**config.mk**
```make
export PLATFORM = sky130hd
export DESIGN_NAME = seq_mult
export DESIGN_NICKNAME = d
export VERILOG_FILES = /design/src/rtl/mult_pkg.sv /design/src/rtl/seq_mult.sv
export SDC_FILE = /design/constraint.sdc
export NUM_CORES = 1
export LEC_CHECK = 0
export ABC_AREA = 1
export CAP_MARGIN = 10
export CORE_ASPECT_RATIO = 1.75
export CORE_MARGIN = 3
export CORE_UTILIZATION = 55
export CTS_CLUSTER_SIZE = 14
export DETAILED_ROUTE_END_ITERATION = 8
export PLACE_DENSITY = 0.73
export REMOVE_ABC_BUFFERS = 1
export SLEW_MARGIN = 10
export SYNTH_ARGS = -nofsm -noshare
export SYNTH_HDL_FRONTEND = slang
export SYNTH_SLANG_ARGS = --single-unit
export TNS_END_PERCENT = 1
```
**constraint.sdc**
```tcl
create_clock -name clk -period 5 [get_ports clk]
set_clock_uncertainty 0.1 [all_clocks]
set_input_delay 0.5 -clock clk [delete_from_list [all_inputs] [get_ports clk]]
set_output_delay 0.5 -clock clk [all_outputs]
set_load 0.01 [all_outputs]
```
**src/rtl/mult_pkg.sv**
```systemverilog
// Shared types and sizing constants for the sequential multiplier.
package mult_pkg;

    localparam int MULT_WIDTH = 16;
    localparam int MULT_CNT_W = $clog2(MULT_WIDTH);

    typedef enum logic {
        IDLE = 1'b0,
        WORK = 1'b1
    } state_e;

endpackage

```
**src/rtl/seq_mult.sv**
```systemverilog
// Sequential unsigned shift-add multiplier, one partial-product step per cycle.
// Optional macro SEQ_MULT_EARLY_EXIT_EN finishes as soon as the multiplier runs out of set bits.
module seq_mult
    import mult_pkg::*;
#(
    parameter int WIDTH = MULT_WIDTH
) (
    input  logic             clk,
    input  logic             rst,
    input  logic             start,
    input  logic [WIDTH-1:0] a,
    input  logic [WIDTH-1:0] b,
    output logic             busy,
    output logic             done,
    output logic [WIDTH-1:0] y,
    output logic [WIDTH-1:0] y_hi,
    output logic             ovf
);

    localparam int CNT_W = (WIDTH > 1) ? $clog2(WIDTH) : 1;
    localparam logic [CNT_W-1:0] LAST_CNT = CNT_W'(WIDTH - 1);

    state_e               state_q, state_d;
    logic [2*WIDTH-1:0]   a_sh_q, a_sh_d;
    logic [WIDTH-1:0]     b_sh_q, b_sh_d;
    logic [2*WIDTH-1:0]   acc_q, acc_d;
    logic [CNT_W-1:0]     cnt_q, cnt_d;
    logic [WIDTH-1:0]     y_q, y_d;
    logic [WIDTH-1:0]     y_hi_q, y_hi_d;
    logic                 ovf_q, ovf_d;
    logic                 done_q, done_d;

    logic [2*WIDTH-1:0]   acc_step;
    logic                 last_step;

    assign acc_step = b_sh_q[0] ? (acc_q + a_sh_q) : acc_q;

`ifdef SEQ_MULT_EARLY_EXIT_EN
    // Once the remaining multiplier bits are all zero, acc_step is already final.
    assign last_step = (cnt_q == LAST_CNT) || ((b_sh_q >> 1) == '0);
`else
    assign last_step = (cnt_q == LAST_CNT);
`endif

    always_comb begin
        state_d = state_q;
        a_sh_d  = a_sh_q;
        b_sh_d  = b_sh_q;
        acc_d   = acc_q;
        cnt_d   = cnt_q;
        y_d     = y_q;
        y_hi_d  = y_hi_q;
        ovf_d   = ovf_q;
        done_d  = 1'b0;

        case (state_q)
            IDLE: begin
                if (start) begin
                    a_sh_d  = {{WIDTH{1'b0}}, a};
                    b_sh_d  = b;
                    acc_d   = '0;
                    cnt_d   = '0;
                    state_d = WORK;
                end
            end
            WORK: begin
                acc_d  = acc_step;
                a_sh_d = a_sh_q << 1;
                b_sh_d = b_sh_q >> 1;
                cnt_d  = cnt_q + CNT_W'(1);
                if (last_step) begin
                    y_d     = acc_step[WIDTH-1:0];
                    y_hi_d  = acc_step[2*WIDTH-1:WIDTH];
                    ovf_d   = (acc_step[2*WIDTH-1:WIDTH] != '0);
                    done_d  = 1'b1;
                    state_d = IDLE;
                end
            end
            default: state_d = IDLE;
        endcase
    end

    always_ff @(posedge clk or negedge rst) begin
        if (!rst) begin
            state_q <= IDLE;
            a_sh_q  <= '0;
            b_sh_q  <= '0;
            acc_q   <= '0;
            cnt_q   <= '0;
            y_q     <= '0;
            y_hi_q  <= '0;
            ovf_q   <= 1'b0;
            done_q  <= 1'b0;
        end else begin
            state_q <= state_d;
            a_sh_q  <= a_sh_d;
            b_sh_q  <= b_sh_d;
            acc_q   <= acc_d;
            cnt_q   <= cnt_d;
            y_q     <= y_d;
            y_hi_q  <= y_hi_d;
            ovf_q   <= ovf_d;
            done_q  <= done_d;
        end
    end

    assign busy = (state_q == WORK);
    assign done = done_q;
    assign y    = y_q;
    assign y_hi = y_hi_q;
    assign ovf  = ovf_q;

endmodule

```
# Word level (Yosys, flattened, before mapping)
# Index checks and enable logic that the tools add are counted.
[totals]
reg_bits = 119
in_bits = 35
elab_cells = 30
[classes]
addsub = 2
n_eq_ne = 2
muxes = 14
bitwise_logic = 1
n_reduce_logical = 2
[ops]
columns = ["cell", "n"]
rows = [
  ["case mux 32 bit (2 select lines)", 2],
  ["two-way mux 32 bit", 3],
  ["adder 32 bit", 1],
  ["case mux 16 bit (2 select lines)", 1],
  ["two-way mux 16 bit", 1],
  ["nonzero test 16 bit", 1],
  ["case mux 4 bit (2 select lines)", 1],
  ["adder 4 x 1 -> 4 bit, second input constant", 1],
  ["equality test 4 bit, second input constant", 1],
  ["two-way mux 1 bit", 4],
  ["two-way mux 4 bit", 1],
  ["!= test 2 bit, second input constant", 1],
  ["case mux 1 bit (2 select lines)", 1],
  ["AND reduction 2 bit", 1],
  ["inverter 1 bit", 1],
]

# Logic depth before layout (Yosys ltp)
[depth]
word_depth = 3
depth_mapped = 19

# Worst setup path after synthesis
# Ideal clock, no wire load.
[synth_path]
path_type = "reg2reg"
startpoint = "reg a_sh_q[0]"
endpoint = "reg ovf_q (netlist: ovf)"
setup_ns = 0.117
arrival_ns = 2.041
required_ns = 4.783
slack_ns = 2.743
path_stages_with_launch = 17
path_buffers = 0
period_less_slack_ns = 2.257
cell_sequence = "dfrtp_1 ha_1 fa_1 nand2_1 nand2_1 nand3_1 nand2_2 nand2_2 nand3_1 nand3_1 nand2_1 nor2_2 nand3_1 nor2_1 nand2_1 nor2_1 nor2_1"
[synth_via]
elab_chain_cells = 3
[synth_rtl]
columns = ["element", "line_no", "source"]
rows = [
  ["from (decl)", "seq_mult.sv:24", "logic [2*WIDTH-1:0] a_sh_q, a_sh_d;"],
  ["from (signal assigned)", "seq_mult.sv:96", "a_sh_q <= a_sh_d;"],
  ["adder 32 bit", "seq_mult.sv:36", "assign acc_step = b_sh_q[0] ? (acc_q + a_sh_q) : acc_q;"],
  ["two-way mux 32 bit", "seq_mult.sv:36", ""],
  ["nonzero test 16 bit", "seq_mult.sv:74", "ovf_d = (acc_step[2*WIDTH-1:WIDTH] != '0);"],
  ["to (signal assigned)", "seq_mult.sv:102", "ovf_q <= ovf_d;"],
  ["to (decl)", "seq_mult.sv:30", "logic ovf_q, ovf_d;"],
]
# No other way between the ends.
# A chain may end at the register's enable or synchronous reset.

# Worst setup path after layout
[layout_path]
startpoint = "reg state_q (netlist: busy)"
endpoint = "reg ovf_q (netlist: ovf)"
[layout_via]
elab_chain_cells = 1
[layout_rtl]
columns = ["element", "line_no", "source"]
rows = [
  ["from (decl)", "seq_mult.sv:23", "state_e state_q, state_d;"],
  ["from (signal assigned)", "seq_mult.sv:95", "state_q <= state_d;"],
  ["AND reduction 2 bit (no line)", "--", ""],
]
# No other way between the ends.

==> run_results.csv <==
group,metric,value,unit
status,outcome,"finished, final reports clean",
global_routing,grt_pass1_vias,6910,
critical_path,start_kind,"flop",
run,cap_viol_max_count,0,
sta,final-max-slew-violation-count,0,
clocking,postCtsSetupBuffers,0,
placement,routabilityCongestion,0.9924,
logic_synthesis,synth_area_leaders,"dfrtp_1 (40%), nand2_1 (19%), inv_1 (9.6%)",
worst_hold_path,hold_path.class,"in2async",
layout,drive_above_1_share,0.06851,
global_routing,grt_use_total,0.2859,
sta,period_share,0.5451,
drt,routed_wl,20.29,mm
sta,worstMarginPinSlew,1.205,ns
sta,slew_headroom,0.1956,
placement,portBuffers,69,
logic_synthesis,avgSynthCellArea,7.060,um^2
die,die_w,93.89,um
power,power_density,734.1,nW/um^2
logic_synthesis,synth-seq-cells,119,
global_routing,grt_pass1_wl,33.58,mm
power,switching_share,0.4740,
logic_synthesis,yosys-top-cells-count,"nand2_1 (368), inv_1 (190), dfrtp_1 (119), nor2_1 (49), nand3_1 (46)",
drt,drtIter0Drc,395,
drt,wl_per_cell,15.67,um
logic_synthesis,ys_seq_area_frac,0.4005,
clocking,cts_made_buffers,17,
die,core_area,13080,um^2
sta,rsz0062_at_grt,"no",
critical_path,crit_required,5.22,ns
die,rows,55,
logic_synthesis,synth_cells,1053,
layout,fin_nets,1179,
power,internal_power,3.408,mW
critical_path,worst-path-max-fanout,61,
clocking,h-tree-depth,4,
placement,dp_slack,2.300,ns
power,switchingPower,3.071,mW
logic_synthesis,synth_ff_type,"dfrtp_1",
logic_synthesis,syn_area,7435,um^2
clocking,cts_tree,"built",
sta,final_hold_viol_count,0,
clocking,hold_buffers,0,
sta,period_needed,2.726,ns
layout,n_antenna_cell,0,
drt,vias,6834,
logic_synthesis,netlist.area_leader.share,0.4005,
logic_synthesis,synth_top_area_cell,"dfrtp_1",
power,comb_power_share,0.542,
logic_synthesis,async_flop_share,1.000,
die,die_h,159.8,um
sta,max_clock_freq,0.3669,GHz
critical_path,crit_arrival,2.94,ns
logic_synthesis,ys_warn_count,0,
clocking,clk_latency,0.42,ns
global_routing,grt_max_degree,81,
drt,drt_first_pass_iters,5,
sta,fin_ws,2.274,ns
clocking,clkTransAtPathRegs,0.07,ns
die,io_pins,70,
power,power.leakage,4.654,nW
global_routing,grt_overflow_total,0,
clocking,cts-root-buf,"clkbuf_16",
placement,post-dp-hpwl,14.54,mm
power,seq_power_share,0.260,
die,die-area,15000,um^2
drt,vias_per_cell,5.277,
layout,n_fill_cell,1180,
sta,finalSetupViolations,0,
layout,final_core_util,0.6749,
logic_synthesis,synth_most_common_cell,"nand2_1",
drt,ant_nets,0,
logic_synthesis,synthDistinctLibCells,40,
global_routing,antenna_found_initial,0,
critical_path,critPathKind,"reg2reg",
sta,fin_tns_setup,0,ns
power,ir_worst_vdd,507.3,uV
critical_path,endpoint_kind,"flop",
clocking,clock_path_buffers,2,
logic_synthesis,synth_edf_count,0,
clocking,cts_sinks,119,
drt,drc,0,
power,pwr-share-clk,0.197,
layout,synthToLayoutAreaGrowth,18.70,%
die,start_util,0.5686,
clocking,cts.repair.resized,0,
[final timing paths]
kind / slack, ns / endpoint / depth (start not counted) / from
max reg2reg: 2.27 / ovf / 9 / busy
max: 2.27 / ovf / 9 / busy
min reg2reg: 0.38 / y[14] / 2 / y[14]
min in group clk: 0.38 / y[14] / 2 / y[14]
max in group asynchronous: 3.54 / acc_q[0] / 2 / rst
min: 0.15 / y_hi[2] / 1 / rst
[cells by family (layout without fill, tap and decap cells)]
kind of cell / after synthesis / count (layout) / synth area share
AO/OA/AOI/OAI: 145 / 145 / 0.1197
XOR/XNOR: 15 / 15 / 0.01767
adder cells (fa/ha/maj): 33 / 33 / 0.05655
buffers and inverters: 232 / 303 / 0.1200
flip-flops: 119 / 119 / 0.4005
multiplexers: 1 / 1 / 0.001346
AND/OR/NAND/NOR: 508 / 508 / 0.2842
[per-layer routing]
metal,vias up,track usage,part of all wire
li1,3422,-,-
met1,3190,0.3265,0.39
met2,166,0.4998,0.54
met3,56,0.04571,0.036
met4,0,0.1538,0.044
met5,-,0,0
[worst max-delay path, cell delays in order (launching register included)]
cell and delay, ns:
dfrtp_1 0.85, nand3_1 0.31, nor2_4 0.27, inv_2 0.44, nor2_2 0.26, nand3_1 0.09, nor2_1 0.12, nand2_1 0.05
nor2_1 0.08, nor2_1 0.05
[layout make-up]
cell class,instances,area (um^2),area share
Sequential cell,119,2978,0.3374
Clock inverter,15,181.4,0.02056
Inverter,198,743.2,0.08422
Timing Repair Buffer,73,718.2,0.08138
Multi-Input combinational cell,702,3565,0.4039
Tap cell,171,214.0,0.02424
Clock buffer,17,425.4,0.04821
[sequential cells by signal, indices dropped and copies added, names as in the netlist]
register	count
b_sh_q	16
acc_q	32
ovf	1
y	16
done	1
y_hi	16
cnt_q	4
busy	1
a_sh_q	32
[layout by cell type (no fill, tap or decap), types with 2 or more instances in the layout]
cell,instances
nand2_1,368
inv_1,189
dfrtp_1,119
clkdlybuf4s50_1,68
nor2_1,49
nand3_1,46
o21ai_0,45
o22ai_1,38
ha_1,32
o221ai_1,19
clkbuf_16,17
a21oi_1,16
nand2_2,13
xor2_1,12
o21ai_1,11
nor2_2,9
inv_2,7
nand4_1,7
o211ai_1,6
inv_6,6
buf_4,5
a22oi_1,4
and2_1,4
inv_8,4
nor2_4,3
nand3_2,3
xnor2_1,3
nor3_1,2
clkinv_1,2
nor3_2,2
a22o_1,2
bufinv_16,2
clkinvlp_4,2
[per-stage QoR]
stage / area [um^2] / hold WS, ns / power [mW] / std cells
after floorplan: 7286 / 0.1044 / 4.017 / 1019
after global placement: 8218 / 0.3651 / 5.136 / 1263
after detailed placement: 8218 / 0.3732 / 5.162 / 1263
after CTS: 8825 / 0.1855 / 6.481 / 1295
after global routing: 8825 / 0.2287 / 7.017 / 1295
final: 8825 / 0.1457 / 6.478 / 1295
[power by group through the flow]
stage | sequential [mW] | combinational [mW] | clock (mW)
2_1_floorplan | 1.67 | 2.34 | 0
4_1_cts | 1.69 | 3.50 | 1.29
3_5_place_dp | 1.70 | 3.47 | 0
3_3_place_gp | 1.68 | 3.45 | 0
5_1_grt | 1.74 | 3.94 | 1.34
6_report | 1.69 | 3.51 | 1.28
Power figures use the tool's default switching activity.
